--- src/rtl/wr_addr_s_stp.sv ---
// Write-side controller for the S coefficient memory: on STP it records the degree in N and
// streams the coefficients into slot poly_id of S over a valid/ready handshake.
module wr_addr_s_stp #(
   parameter int unsigned SSize     = 88,
   parameter int unsigned NPoly     = 8,
   parameter int unsigned MaxDegree = 10,
   parameter int unsigned WordSize  = 16,
   localparam int unsigned Aw = (SSize <= 1) ? 1 : $clog2(SSize),
   localparam int unsigned Pw = (NPoly <= 1) ? 1 : $clog2(NPoly),
   localparam int unsigned Dw = (MaxDegree + 1 <= 1) ? 1 : $clog2(MaxDegree + 1)
) (
   input  logic                i_clk,
   input  logic                i_rst_n,
   input  logic                i_start,
   input  logic [7:0]          i_instr,
   input  logic [Dw-1:0]       i_degree_in,
   input  logic [WordSize-1:0] i_din,
   input  logic                i_din_valid,
   output logic                o_din_ready,
   output logic                o_wr_en_s,
   output logic [Aw-1:0]       o_wr_addr_s,
   output logic [WordSize-1:0] o_wr_data_s,
   output logic                o_wr_en_n,
   output logic [Pw-1:0]       o_wr_addr_n,
   output logic [Dw-1:0]       o_wr_data_n,
   output logic                o_busy,
   output logic                o_done,
   output logic                o_err
);

   typedef enum logic [2:0] {StIdle, StWrN, StWrS, StDone, StErr} state_e;

   state_e              r_state;
   logic [Pw-1:0]       r_poly;
   logic [Dw-1:0]       r_degree;
   logic [Aw-1:0]       r_base;
   logic [Dw-1:0]       r_k;
   logic                r_din_ready;
   logic                r_wr_en_s;
   logic [Aw-1:0]       r_wr_addr_s;
   logic [WordSize-1:0] r_wr_data_s;
   logic                r_wr_en_n;
   logic [Pw-1:0]       r_wr_addr_n;
   logic [Dw-1:0]       r_wr_data_n;
   logic                r_busy;
   logic                r_done;
   logic                r_err;

   logic [Pw-1:0] w_poly_id;
   logic          w_accept;

   assign w_poly_id = i_instr[Pw+1:2];
   assign w_accept  = i_din_valid & r_din_ready;

   always_ff @(posedge i_clk or negedge i_rst_n) begin
      if (!i_rst_n) begin
         r_state     <= StIdle;
         r_poly      <= '0;
         r_degree    <= '0;
         r_base      <= '0;
         r_k         <= '0;
         r_din_ready <= 1'b0;
         r_wr_en_s   <= 1'b0;
         r_wr_addr_s <= '0;
         r_wr_data_s <= '0;
         r_wr_en_n   <= 1'b0;
         r_wr_addr_n <= '0;
         r_wr_data_n <= '0;
         r_busy      <= 1'b0;
         r_done      <= 1'b0;
         r_err       <= 1'b0;
      end else begin
         // Strobes default low; address/data registers hold their last value.
         r_wr_en_s <= 1'b0;
         r_wr_en_n <= 1'b0;
         r_done    <= 1'b0;
         r_err     <= 1'b0;
         case (r_state)
            StIdle: begin
               if (i_start && (i_instr[1:0] == 2'b00)) begin
                  r_busy <= 1'b1;
                  if (i_degree_in <= Dw'(MaxDegree)) begin
                     r_poly   <= w_poly_id;
                     r_degree <= i_degree_in;
                     r_base   <= Aw'(w_poly_id) * Aw'(MaxDegree + 1);
                     r_k      <= '0;
                     r_state  <= StWrN;
                  end else begin
                     r_err   <= 1'b1;
                     r_state <= StErr;
                  end
               end
            end
            StWrN: begin
               r_wr_en_n   <= 1'b1;
               r_wr_addr_n <= r_poly;
               r_wr_data_n <= r_degree;
               r_din_ready <= 1'b1;
               r_state     <= StWrS;
            end
            StWrS: begin
               if (w_accept) begin
                  r_wr_en_s   <= 1'b1;
                  r_wr_addr_s <= r_base + Aw'(r_k);
                  r_wr_data_s <= i_din;
                  r_k         <= r_k + 1'b1;
                  if (r_k == r_degree) begin
                     r_din_ready <= 1'b0;
                     r_done      <= 1'b1;
                     r_state     <= StDone;
                  end
               end
            end
            StDone: begin
               r_busy  <= 1'b0;
               r_state <= StIdle;
            end
            StErr: begin
               r_busy  <= 1'b0;
               r_state <= StIdle;
            end
            default: begin
               r_busy      <= 1'b0;
               r_din_ready <= 1'b0;
               r_state     <= StIdle;
            end
         endcase
      end
   end

   assign o_din_ready = r_din_ready;
   assign o_wr_en_s   = r_wr_en_s;
   assign o_wr_addr_s = r_wr_addr_s;
   assign o_wr_data_s = r_wr_data_s;
   assign o_wr_en_n   = r_wr_en_n;
   assign o_wr_addr_n = r_wr_addr_n;
   assign o_wr_data_n = r_wr_data_n;
   assign o_busy      = r_busy;
   assign o_done      = r_done;
   assign o_err       = r_err;

endmodule

--- config.mk ---
export PLATFORM = sky130hd
export DESIGN_NAME = wr_addr_s_stp
export DESIGN_NICKNAME = d
export VERILOG_FILES = /design/src/rtl/wr_addr_s_stp.sv
export SDC_FILE = /design/constraint.sdc
export NUM_CORES = 1
export LEC_CHECK = 0
export ABC_AREA = 1
export CAP_MARGIN = 20
export CORE_ASPECT_RATIO = 1.2
export CORE_MARGIN = 4
export CORE_UTILIZATION = 40
export CTS_CLUSTER_DIAMETER = 200
export CTS_CLUSTER_SIZE = 14
export DETAILED_ROUTE_END_ITERATION = 12
export PLACE_DENSITY = 0.72
export SETUP_SLACK_MARGIN = 0.05
export SLEW_MARGIN = 20
export SYNTH_ARGS = -nofsm -noshare
export SYNTH_HDL_FRONTEND = slang
export SYNTH_SLANG_ARGS = --single-unit
--- constraint.sdc ---
create_clock -name i_clk -period 3.8 [get_ports i_clk]
set_input_delay 0.76 -clock i_clk [delete_from_list [all_inputs] [get_ports i_clk]]
set_output_delay 0.76 -clock i_clk [all_outputs]
set_load 0.01 [all_outputs]
# == Yosys cells after proc, flatten, opt, wreduce, memory -nomap -nowiden ==
# Cells that the tools add are included.
# totals
wordCells,66
out_inout_bits,36
n_memories,0
input_bits,32
register_bits,57
mem_bits_rw,0
mem_bits_ro,0
latch_bits,0
# classes
shifts,0
eq_ne,9
n_addsub,2
bitwise,3
n_reduce_logical,12
n_mul,1
div,0
mux,23
magnitude_cmp,1
# op_table
op,count
$mux 1,12
$mux 3,4
$mux 4,3
$pmux 3 s3,1
$reduce_and 3->1,3
$ne 2x2->1 const B,4
$pmux 4 s2,1
$add 7x4->7,1
$mul 3x4->7 const B,1
$eq 3x2->1 const B,2
$add 4x1->4 const B,1
$eq 4x4->1,1
$le 4x4->1 const B,1
$reduce_and 2->1,2
$reduce_and 4->1,1
$eq 3x1->1 const B,1
$eq 3x3->1 const B,1
$logic_not 3->1,1
$pmux 1 s3,1
$reduce_or 3->1,1
$logic_not 2->1,1
$not 1->1,2
$pmux 1 s2,1
$reduce_bool 2->1,1
other kinds (3),3

# == Longest topological paths before layout ==
# Gate-level depths: netlist of run 1.
# depth
depth_word,4
mapped_depth,9
mapped_depth_nobuf,9

# == Worst setup path before layout of run 1 ==
# No wires, ideal clock.
# synth_path
path_kind,input -> register
start,in i_instr[3]
end,reg r_base[4]
setup_ps,120
cell_stages,6
setup_slack_ps,1867
required_ps,3680
t_arrival_ps,1812
path_buffers,0
cell_sequence,ha_1 -> ha_1 -> inv_1 -> fa_1 -> xor2_1 -> o21ai_2
# synth_between
elab_chain_cells,1
# synth_lines
item,line_no,rtl
from (decl),15,"input logic [7:0] i_instr,"
$mul 3x4->7,85,r_base <= Aw'(w_poly_id) * Aw'(MaxDegree + 1);
to (signal assigned),85,
to (decl),36,logic [Aw-1:0] r_base;
# No other way between the ends.
# A chain may end at the register's enable or synchronous reset.

# == Worst setup path in the final report of run 1 ==
# Ends and elaborated chain as after synthesis.

==> results by stage, run 1 <==
Logic synthesis:
- Sequential elements use 52.6% of the synthesized area.
- The number of synthesized flops with an enable pin is 0.
- The fraction of post-synthesis cell area in the top cell type by area is 52.6%.
- Among all cell types in the netlist, the one instantiated most often is sky130_fd_sc_hd__nand2_1.
- The mapped cell area is 0.00266 mm^2.
- The fraction of registers with async set or reset after synthesis is 100%.
- The average instance in the mapped netlist occupies 8.85 um^2.
- In this run, synthesis produced a sequential element count of 56.
- The number of different library cells used by synthesis comes to 30.
- By count the netlist is led by sky130_fd_sc_hd__nand2_1 (136), sky130_fd_sc_hd__dfrtp_1 (56), sky130_fd_sc_hd__inv_1 (22).
- After synthesis, the cell types taking the most area are sky130_fd_sc_hd__dfrtp_1 (53%), sky130_fd_sc_hd__nand2_1 (19%), sky130_fd_sc_hd__ha_1 (5.2%), sky130_fd_sc_hd__inv_1 (3.1%), sky130_fd_sc_hd__o21ai_0 (2.1%).
- The Yosys step of the flow raised 0 warnings.
- In the synthesized netlist the dominant register cell turns out to be sky130_fd_sc_hd__dfrtp_1.
- The count of mapped cells out of synthesis is 301.
- The total nets after synthesis is 346.
- Summed over all instances, the cell type with the most area after synthesis is sky130_fd_sc_hd__dfrtp_1.

Clocking:
- The number of sinks handled by clock tree synthesis is 56.
- The number of gates resized after CTS was 0.
- Hold repair after CTS inserted 0 buffers.
- The root cell of the clock tree is sky130_fd_sc_hd__clkbuf_8.
- The H-tree level count is 2.
- The clock insertion delay at the later pin of the skew report is 0.31 ns.
- The total setup buffers inserted after CTS is 0.
- The maximum number of buffers from clock root to sink is 2.
- The CTS buffer count is 5.
- TritonCTS built the clock tree.
- The clock slew seen by the registers of the worst setup and hold paths is 0.10 ns.

Floorplan:
- The die is 97.4 um tall.
- The count of boundary I/O pins is 68.
- The initialized floorplan defines 32 standard-cell rows.
- The initial utilization of the core area, before any placement, comes to 41.3%.
- The placeable core region is 0.00645 mm^2.
- The floorplan step defined a die boundary enclosing 0.00803 mm^2.
- Measured along the x axis, the die boundary spans 82.5 um.

Detailed routing:
- The vias per cell is 4.60.
- The wire length per cell after detailed routing is 11.9 um.
- For this block, the via count after detailed routing is 2084.
- Before antenna repair, the detailed router went through 4 iterations.
- The final antenna-violating net count is 0.
- The detailed router finished its first iteration with 67 violations.
- The remaining design rule violation count is 0.
- The post-detailed-routing wire length is 5400 um.

Worst setup path:
- The reg-to-reg startpoint is r_k[0]$_DFFE_PN0P_.
- The endpoint identified for the worst register-to-register timing path is o_wr_addr_s[4]$_DFFE_PN0P_.
- Of all nets on the critical path, the largest fanout is 5.
- The count of buffer and inverter cells on the critical path is 2.
- Walking the worst path, the cells encountered are clkdlybuf4s50_1 > ha_1 > ha_1 > inv_1 > fa_1 > xor2_1 > o21ai_2.
- The critical path capture point type is a register.
- The library cell appearing most often on the critical path is sky130_fd_sc_hd__ha_1.
- Data arrives at the worst endpoint at 2.49 ns.
- The startpoint-to-endpoint class of the critical path is input port to register.
- The register-to-register path setup slack is 2.01 ns.
- STA classifies the critical path startpoint as an input port.
- The cell at the slowest stage of the critical path is sky130_fd_sc_hd__clkdlybuf4s50_1.
- The required time reported for the critical path endpoint is 4.01 ns.
- The peak per-stage delay on the critical path is 0.50 ns.
- The largest delay contributor family on the critical path is adder cells.
- The depth of the most critical reg-to-reg path is 6.
- The most critical setup path has its startpoint at i_instr[3].

Pwr:
- The peak supply drop is 0.387 mV.
- The leakage power total is 1.74 nW.
- Power spread over the standard cell area amounts to 709 mW/mm^2.

Timing:
- Once routing completed, OpenROAD measured the worst setup slack at 1.51 ns.
- The slew of the pin with the lowest slew margin is 0.793 ns.
- The number of hold violations in the final report is 0.
- Summed over all failing endpoints, the final setup total negative slack is 0 ns.
- The normalized max-slew margin is 47.1%.
- The maximum clock frequency is 437 MHz.
- The final number of setup-violating endpoints is 0.
- Setup repair after global routing left no endpoint under its margin.
- The share of the clock period used by the worst path is 60.2%.
- The time the worst path needs with I/O delays and setup is 2.29 ns.
- The clock arrives with 0.00778 ns of skew.
- The max-slew violation count is 0.

Place:
- Detailed placement ended at an HPWL of 4080 um.
- The pre-CTS setup slack is 1.17 ns.
- In this run the tool buffered the top-level ports with 64 buffer cells.
- The weighted congestion reported at the end of routability-driven placement is 0.820.

Min path:
- The terminating pin of the worst hold path is o_wr_data_s[4]$_DFFE_PN0P_.
- The startpoint of the most critical hold path is o_wr_data_s[4]$_DFFE_PN0P_.
- Counting instances, the worst hold path has a depth of 2.
- In this run the worst hold path is classified as register to register.

Finish:
- In the final design database the tool counted 412 nets.
- Compared with the post-synthesis result, the final layout area differs by 31.3%.
- The post-route netlist has 8.15% of its cells at a drive strength greater than 1.
- The number of diodes added for antenna fixing is 0.
- The layout has 575 filler cells.

Global route:
- Global routing used 14.7% of the available tracks.
- The first global-routing pass estimated 9190 um of wire.
- The via count of the first global-routing pass is 1995.
- Summed over all layers, the global routing overflow is 0.
- The initial antenna violation count came to 0.
- Entering global routing, the biggest net connects 38 pins.

Job:
- The number of maximum-capacitance violations is 0.

Outcome:
- The flow ran to the end, and the final reports show no timing, DRC or antenna violations.
[how the worst max path moves through the flow]
stage	slack (ns)	cells past startpoint	end
after detailed placement	1.17	7	r_base[4]$_DFFE_PN0P_
after global placement	1.26	7	r_base[4]$_DFFE_PN0P_
after global routing	1.44	7	r_base[4]$_DFFE_PN0P_
after CTS	1.51	7	r_base[4]$_DFFE_PN0P_
after floorplan	1.87	6	r_base[4]$_DFFE_PN0P_
final	1.51	7	r_base[4]$_DFFE_PN0P_
[kinds of logic after synthesis]
| group | Yosys count | synth area share (%) |
|---|---|---|
| and+or+nand+nor | 167 | 27.4 |
| DFF | 56 | 52.6 |
| buffers and inverters | 33 | 5.92 |
| AOI/OAI and AO/OA | 26 | 5.40 |
| adders and majority gates | 13 | 6.67 |
| xor gates and xnor gates | 6 | 1.97 |
[sequential cells by signal, indices dropped and copies added, names as in the netlist]
register	flops
o_busy	1
o_din_ready	1
o_done	1
o_err	1
o_wr_addr_n	3
o_wr_addr_s	7
o_wr_data_n	4
o_wr_data_s	16
o_wr_en_n	1
o_wr_en_s	1
r_base	6
r_degree	4
r_k	4
r_poly	3
r_state	3
[layout make-up]
| type | count | area [um^2] | share of cell area, % |
|---|---|---|---|
| flip-flops and latches | 56 | 1400 | 40.1 |
| repair buffers | 65 | 643 | 18.4 |
| inverters | 27 | 104 | 2.97 |
| well taps | 85 | 106 | 3.04 |
| clock inverters | 3 | 68.8 | 1.97 |
| multi-input cells | 212 | 1100 | 31.6 |
| clock buffers | 5 | 68.8 | 1.97 |
[per-stage QoR]
stage               cell area, um^2  util (%)  power [mW]  instances  hold WS [ns]
finish                         3500      54.3        2.48        453         0.478
global route                   3500      54.3        2.69        453         0.501
CTS                            3500      54.3        2.51        453         0.483
detailed placement             3360      52.1        2.05        445         0.458
global placement               3360      52.1        2.02        445         0.453
floorplan                      2660         -        1.56        301         0.442
[where the power goes]
group | internal (mW) | leakage, nW | switching (mW)
sequential | 0.839 | 0.716 | 0.151
combinational | 0.506 | 0.956 | 0.522
clock | 0.265 | 0.0687 | 0.197
[cells in the final DEF (no fill, tap or decap), drive strengths merged]
master,count
nand2,140
clkdlybuf4s50,63
dfrtp,56
inv,28
o21ai,23
ha,11
nor2,11
nand3,9
clkbuf,5
xor2,4
nor4,3
a21oi,2
xnor2,2
fa,2
bufinv,2
buf,2
nor3,1
and2,1
o31ai,1
and3,1
nand3b,1
[layer usage]
layer	up-vias	track usage [%]	wire, um
met2	59	22.5	2410
met1	950	19.8	2500
met4	0	5.66	115
li1	1066	-	-
met5	-	0	0
met3	9	3.53	374
[worst reg2reg max path, delay by kind of cell, from the launching register on]
family | cells | cell delay [ns]
flops | 1 | 0.50
buf+inv | 1 | 0.05
fa+ha+maj | 2 | 0.63
xor+xnor | 1 | 0.16
compound gates | 2 | 0.33
Note: power is estimated with default switching activity, not from simulation.
==> run 2, diff against run 1 <==
Clock period 3.8 ns to 2.34 ns, I/O delays scaled along.
==> run 2 against run 1 <==
Net effect:
- sequential cell count unchanged
- critical endpoint unchanged
- design area is 0.11% higher
- cell count rose by 0.22%
==> results by stage, run 2 (synthesized netlist as in run 1, its figures left out) <==
Outcome:
- The run finished with clean final reports.

Pwr:
- The switching power summed over all nets was 1.42 mW (+63%).
- The combinational power share was 42.5% (+1.1 points).
- The total design power is 3.96 mW (+60%).
- The share of total power in sequential cells is 40.6% (+0.7 points).
- The net switching share of the total power is 35.9% (+0.81 points).
- The power density normalized to cell area is 1130 mW/mm^2 (+59%).
- The peak supply drop is 0.682 mV (+76%).
- The relative contribution of the clock network to total power is 16.9% (-1.7 points).
- The internal power consumption is 2.54 mW (+58%).
- The leakage power total is 1.74 nW (+0.15%).

Finish:
- The number of diodes added for antenna fixing is 0 (unchanged).
- The proportion of layout cells with a drive suffix above 1 is 8.40% (+0.25 points).
- Relative to the synthesized area, the layout overhead comes to 31.4%.
- The number of nets in the layout is 413 (+0.24%).
- The library cells used most frequently in the layout, excluding fill and tap cells, are sky130_fd_sc_hd__nand2_1 (136), sky130_fd_sc_hd__clkdlybuf4s50_1 (63), sky130_fd_sc_hd__dfrtp_1 (56).
- The flip-flop count of the largest register, all copies and words added is 16 (unchanged).
- The count of non-filler cells in the finished layout is 454 (+0.22%).
- The library cell used most frequently in the layout, excluding fill and tap cells, is sky130_fd_sc_hd__nand2_1.

Timing:
- The number of hold violations in the final report is 0 (unchanged).
- The final number of setup-violating endpoints was 0 (unchanged).
- The final setup skew came to 0.00901 ns (+0.00123 ns).
- After layout, the minimum clock period comes to 1.94 ns.
- The max-slew violation count is 0 (unchanged).
- The normalized max-slew margin is 77.9% (+31 points).
- The accumulated negative setup slack is 0 ns (unchanged).
- Setup repair after global routing left no endpoint under its margin.
- After layout, the worst path uses 83.0% of the clock period.
- Based on the critical path, the design can be clocked at up to 515 MHz.
- The slew of the pin with the lowest slew margin is 0.331 ns (-0.462 ns).

Detailed routing:
- The wire length per cell after detailed routing is 11.9 um (+0.24%).
- The remaining design rule violation count was 0 (unchanged).
- The via count of the routed design was 2098 (+0.67%).
- The number of DRC violations after detailed-routing iteration 0 is 108 (+61%).
- The post-detailed-routing wire length is 5420 um (+0.46%).
- The vias per cell was 4.62 (+0.45%).
- The final antenna-violating net count is 0 (unchanged).
- The length of the first detailed-routing pass in iterations was 4 (unchanged).

Clocking:
- TritonCTS built the clock tree.
- The tree is rooted in a sky130_fd_sc_hd__clkbuf_8.
- The number of sinks handled by clock tree synthesis is 56 (unchanged).
- The total of hold buffers inserted after clock tree synthesis is 0 (unchanged).
- The clock slew seen by the registers of the worst setup and hold paths is 0.10 ns (about the same).
- The maximum number of buffers from clock root to sink was 2 (unchanged).
- The H-tree level count is 2 (unchanged).
- The CTS buffer count was 5 (unchanged).
- The total of cells resized after clock tree synthesis was 0 (unchanged).
- The total setup buffers inserted after CTS came to 0 (unchanged).
- The clock insertion delay at the later pin of the skew report is 0.31 ns (about the same).

Global route:
- The initial antenna violation count is 0 (unchanged).
- The overflow left after global routing was 0 (unchanged).
- The wire length of the first global-routing pass is 9230 um (+0.46%).
- The overall fraction of global-route tracks in use is 14.5% (-0.16 points).
- The via count of the first global-routing pass was 1977 (-0.90%).
- The pin count of the biggest net entering global routing is 57 (+50%).

Worst setup path:
- The required time reported for the critical path endpoint came to 2.54 ns (-1.47 ns).
- The library cell appearing most often on the critical path is sky130_fd_sc_hd__ha_1.
- In this design, the largest share of critical-path delay is due to adder cells.
- The critical path goes through clkdlybuf4s50_1 > ha_1 > ha_1 > inv_1 > fa_1 > xor2_1 > o21ai_2.
- The peak per-stage delay on the critical path came to 0.50 ns (about the same).
- The data arrival time of the critical path is 2.14 ns (-0.35 ns).
- The depth of the most critical reg-to-reg path is 7 (+1).
- STA classifies the critical path endpoint as a register.
- The highest net fanout along the worst path came to 5 (unchanged).
- The critical path depth came to 7 (unchanged).
- The count of buffer and inverter cells on the critical path came to 2 (unchanged).
- The sort of element at the start of the critical path is an input port.
- The worst setup path is of the input port to register kind.
- The slowest stage of the critical path is the sky130_fd_sc_hd__clkdlybuf4s50_1 cell.

Place:
- The count of buffers from port buffering is 64 (unchanged).
- The number of instances in the placed design is 446 (+0.22%).
- The weighted congestion reported at the end of routability-driven placement came to 0.775 (-5.5%).
- The detailed placer's ending HPWL is 3940 um (-3.4%).

Job:
- The number of maximum-capacitance violations is 0 (unchanged).

Floorplan:
- The vertical extent of the die is 97.4 um (unchanged).
- The number of cell rows is 32 (unchanged).
- The count of boundary I/O pins was 68 (unchanged).
- The horizontal die dimension is 82.5 um (unchanged).
- The initial cell density of the core came to 41.3% (unchanged).
- The placeable core region is 0.00645 mm^2 (unchanged).
- The area enclosed by the die boundary is 0.00803 mm^2 (unchanged).

Min path:
- The path class of the tightest hold or removal check is input port to async pin.
## run 2: cell count changes in the layout (fill, tap and decap cells not counted)
cell | before | now
sky130_fd_sc_hd__buf_12 | 0 | 1
sky130_fd_sc_hd__bufinv_16 | 2 | 1
sky130_fd_sc_hd__clkbuf_8 | 5 | 6
sky130_fd_sc_hd__clkinv_4 | 0 | 1
sky130_fd_sc_hd__inv_6 | 1 | 0
## run 2: worst reg2reg max path: stages (launching register included)
cell and delay, ns:
sky130_fd_sc_hd__dfrtp_1 0.49, sky130_fd_sc_hd__ha_1 0.22, sky130_fd_sc_hd__inv_1 0.06, sky130_fd_sc_hd__fa_1 0.40
sky130_fd_sc_hd__o21ai_1 0.27, sky130_fd_sc_hd__nand3_1 0.11, sky130_fd_sc_hd__nand3_1 0.10, sky130_fd_sc_hd__nand2_1 0.05
## run 2: path summary, 6_finish.rpt
| path | startpoint | to | slack, ns |
|---|---|---|---|
| hold reg to reg | o_wr_data_s[13]$_DFFE_PN0P_ | o_wr_data_s[13]$_DFFE_PN0P_ | 0.48 |
| hold / removal | i_rst_n | o_wr_data_s[7]$_DFFE_PN0P_ | 0.13 |
| setup / recovery | i_instr[3] | r_base[4]$_DFFE_PN0P_ | 0.40 |
| max in group asynchronous | i_rst_n | r_base[6]$_DFFE_PN0P_ | 1.93 |
| min in group i_clk | o_wr_data_s[13]$_DFFE_PN0P_ | o_wr_data_s[13]$_DFFE_PN0P_ | 0.48 |
| setup reg to reg | r_k[0]$_DFFE_PN0P_ | o_wr_addr_s[6]$_DFFE_PN0P_ | 0.55 |
## run 2: power groups by stage
| stage | clock network [mW] | logic [mW] | registers, mW |
|---|---|---|---|
| 6_report | 0.669 | 1.68 | 1.61 |
| 5_1_grt | 0.729 | 1.89 | 1.66 |
| 4_1_cts | 0.686 | 1.71 | 1.61 |
| 3_5_place_dp | 0 | 1.70 | 1.63 |
| 3_3_place_gp | 0 | 1.67 | 1.61 |
| 2_1_floorplan | 0 | 0.817 | 1.72 |
## run 2: stage by stage
step           utilization, %  hold slack, ns  cell area (um^2)  setup slack, ns
2_1_floorplan               -           0.172              2660            0.699
6_report                 54.3           0.127              3500            0.398
5_1_grt                  54.3           0.158              3500            0.320
4_1_cts                  54.3           0.155              3500            0.390
3_3_place_gp             52.4           0.453              3380            0.112
3_5_place_dp             52.4           0.458              3380           0.0563
## run 2: per-layer routing
| layer | track usage, % | routed length [um] |
|---|---|---|
| met5 | 0 | 0 |
| met4 | 4.65 | 105 |
| met3 | 3.80 | 411 |
| met2 | 21.7 | 2360 |
| met1 | 20.3 | 2540 |
## run 2: cell type report
cell class / count / area, um^2
clock buffers: 6 / 82.6
clock inverters: 2 / 38.8
fillers: 594 / 2950
inverters: 27 / 104
multi-input cells: 212 / 1100
flip-flops and latches: 56 / 1400
well taps: 85 / 106
repair buffers: 66 / 663
==> run 3, diff against run 2 <==
Settings changed: PLACE_DENSITY 0.72 to 0.75.
Clock period 2.34 ns to 1.63 ns, I/O delays scaled along.
==> run 3 against run 2 <==
Net effect:
- the run now ends with negative hold slack left
- via count is 3.1% higher
- utilization rose by 2.3 points
- largest power group unchanged
- highest routed layer unchanged
- global-route usage up 0.54 points
- critical path type is now register to output pin
- power grew 40%
- clock skew rose by 0.0014 ns
- clock power up 14%
==> results by stage, run 3 (synthesized netlist as in run 1, its figures left out) <==
Finish:
- The flip-flop count of the largest register, all copies and words added is 16 (unchanged).
- The proportion of layout cells with a drive suffix above 1 is 13.9% (+5.5 points).
- Relative to the synthesized area, the layout overhead comes to 37.1%.
- The library cells used most frequently in the layout, excluding fill and tap cells, are sky130_fd_sc_hd__nand2_1 (136), sky130_fd_sc_hd__dfrtp_1 (56), sky130_fd_sc_hd__clkdlybuf4s50_1 (41).
- The leading cell type in the layout, fill and taps excluded is sky130_fd_sc_hd__nand2_1.
- The number of diodes added for antenna fixing was 0 (unchanged).
- The count of non-filler cells in the finished layout is 466 (+2.6%).
- The number of nets in the layout is 425 (+2.9%).

Clocking:
- The total of hold buffers inserted after clock tree synthesis was 0 (unchanged).
- The maximum number of buffers from clock root to sink was 2 (unchanged).
- The root cell of the clock tree is sky130_fd_sc_hd__clkbuf_8.
- TritonCTS built the clock tree.
- The H-tree level count is 2 (unchanged).
- The clock slew seen by the registers of the worst setup and hold paths is 0.11 ns (about the same).
- The number of sinks handled by clock tree synthesis was 56 (unchanged).
- The clock insertion delay at the later pin of the skew report was 0.31 ns (about the same).
- The CTS buffer count is 5 (unchanged).

Place:
- The number of instances in the placed design is 457 (+2.5%).
- The weighted congestion reported at the end of routability-driven placement came to 0.790 (+1.9%).
- The detailed placer's ending HPWL came to 4250 um (+7.8%).
- The count of buffers from port buffering is 64 (unchanged).

Worst setup path:
- The count of buffer and inverter cells on the critical path is 1 (-1).
- The register-to-register path setup slack is 0.11 ns (-0.44 ns).
- The peak per-stage delay on the critical path is 0.53 ns (+0.03 ns).
- The cell at the slowest stage of the critical path is sky130_fd_sc_hd__clkdlybuf4s50_1.
- The worst setup path is launched from a register.
- The data arrival time of the critical path is 1.21 ns (-0.93 ns).
- The startpoint-to-endpoint class of the critical path is register to output pin.
- Among cell families on the critical path, the largest total delay comes from buffers and inverters.
- The highest net fanout along the worst path came to 2 (-3).
- The critical path capture point type is an output pin.
- The required time reported for the critical path endpoint was 1.30 ns (-1.24 ns).
- The signal on the critical path passes through clkdlybuf4s50_1.

Pwr:
- The switching power summed over all nets was 2.08 mW (+46%).
- The relative contribution of the clock network to total power is 13.7% (-3.2 points).
- The share of total power in sequential cells is 41.0% (+0.4 points).
- The total design power came to 5.55 mW (+40%).
- The power density normalized to cell area is 1520 mW/mm^2 (+34%).
- The peak supply drop came to 0.792 mV (+16%).
- The net switching share of the total power was 37.4% (+1.6 points).
- The combinational power share was 45.2% (+2.7 points).
- The leakage power total is 2.03 nW (+16%).
- The internal power consumption is 3.47 mW (+37%).

Timing:
- The slew of the pin with the lowest slew margin is 0.407 ns (+0.0765 ns).
- The share of the clock period used by the worst path is 94.2%.
- The final number of setup-violating endpoints was 0 (unchanged).
- The smallest clock period supported by the final layout is computed as 1.54 ns.
- The max-slew violation count came to 0 (unchanged).
- The final setup skew is 0.0104 ns (+0.00138 ns).
- The number of hold violations in the final report is 19 (+19).
- The maximum clock frequency is 651 MHz.
- The final hold slack was -0.00466 ns (-0.132 ns).
- The accumulated negative setup slack was 0 ns (unchanged).
- The normalized max-slew margin is 72.8% (-5.1 points).
- Setup repair after global routing could not meet its margin everywhere.

Job:
- The number of maximum-capacitance violations is 0 (unchanged).

Floorplan:
- The vertical extent of the die is 97.4 um (unchanged).
- The placeable core region came to 0.00645 mm^2 (unchanged).
- The initial cell density of the core was 41.3% (unchanged).
- The area enclosed by the die boundary is 0.00803 mm^2 (unchanged).
- The horizontal die dimension came to 82.5 um (unchanged).
- The count of boundary I/O pins was 68 (unchanged).
- The number of cell rows came to 32 (unchanged).

Detailed routing:
- The vias per cell is 4.64 (+0.40%).
- The remaining design rule violation count is 0 (unchanged).
- The final antenna-violating net count is 0 (unchanged).
- The post-detailed-routing wire length was 5730 um (+5.7%).
- The wire length per cell after detailed routing is 12.3 um (+3.0%).
- The via count of the routed design is 2162 (+3.1%).
- The number of DRC violations after detailed-routing iteration 0 was 98 (-9.3%).
- The length of the first detailed-routing pass in iterations was 4 (unchanged).

Global route:
- The via count of the first global-routing pass is 2116 (+7.0%).
- The overall fraction of global-route tracks in use is 15.0% (+0.54 points).
- The pin count of the biggest net entering global routing is 33 (-42%).
- The initial antenna violation count is 0 (unchanged).
- The wire length of the first global-routing pass was 9560 um (+3.6%).
- The overflow left after global routing is 0 (unchanged).

Min path:
- The path type of the worst min-delay path is input port to async pin.

Outcome:
- The final reports fail on negative hold slack.
- The run finished, with violations left.
## run 3: cell count changes in the layout (fill, tap and decap cells not counted), sizes merged
| cell | before | now |
|---|---|---|
| clkbuf | 6 | 8 |
| bufinv | 1 | 0 |
| buf | 3 | 15 |
| clkinvlp | 0 | 1 |
| dlymetal6s2s | 0 | 18 |
| dlygate4sd2 | 0 | 2 |
| clkdlybuf4s50 | 63 | 41 |
## run 3: final timing paths
| check | cells after the start | start | endpoint |
|---|---|---|---|
| max | 1 | o_wr_data_n[0]$_DFFE_PN0P_ | o_wr_data_n[0] |
| min | 2 | i_rst_n | o_wr_data_s[14]$_DFFE_PN0P_ |
| max reg2reg | 7 | r_poly[0]$_DFFE_PN0P_ | o_wr_addr_s[6]$_DFFE_PN0P_ |
| min reg2reg | 2 | o_wr_addr_s[0]$_DFFE_PN0P_ | o_wr_addr_s[0]$_DFFE_PN0P_ |
| max in group asynchronous | 2 | i_rst_n | r_base[4]$_DFFE_PN0P_ |
| min in group i_clk | 3 | i_instr[3] | r_poly[1]$_DFFE_PN0P_ |
## run 3: power by group through the flow
stage | Combinational, mW | Sequential [mW] | Clock (mW)
after detailed placement | 2.55 | 2.32 | 0
after global placement | 2.49 | 2.29 | 0
after global routing | 2.82 | 2.35 | 0.846
final | 2.51 | 2.28 | 0.761
after floorplan | 1.18 | 2.47 | 0
after CTS | 2.57 | 2.29 | 0.784
## run 3: timing repair
item / CTS / global route
hold endpoints to repair: 0 / 0
gates resized for setup: 7 / 28
cloned: 0 / 0
pin swaps: 2 / 0
endpoints found under the setup margin: 6 / 21
setup buffers: 1 / 0
## run 3: per-layer routing
metal	GRT usage, %	part of all wire (%)	up-vias
li1	-	-	1097
met1	19.4	44	1015
met2	24.6	50	44
met3	3.62	4.9	6
met4	4.40	1.3	0
met5	0	0	-
## run 3: area by class of cell
type | instances | area [um^2]
sequential | 56 | 1400
clock buffer | 6 | 72.6
timing repair buffer | 78 | 798
clock inverter | 2 | 16.3
fill | 574 | 2800
inverter | 27 | 104
tap | 85 | 106
multi-input combinational | 212 | 1150
## run 3: through the flow
step	area [um^2]	utilization [%]	setup WS, ns
after floorplan	2670	-	0.0639
after global placement	3480	54.0	-0.407
after detailed placement	3480	54.0	-0.522
after CTS	3580	55.5	0.0607
after global routing	3650	56.6	0.00218
final	3650	56.6	0.0940
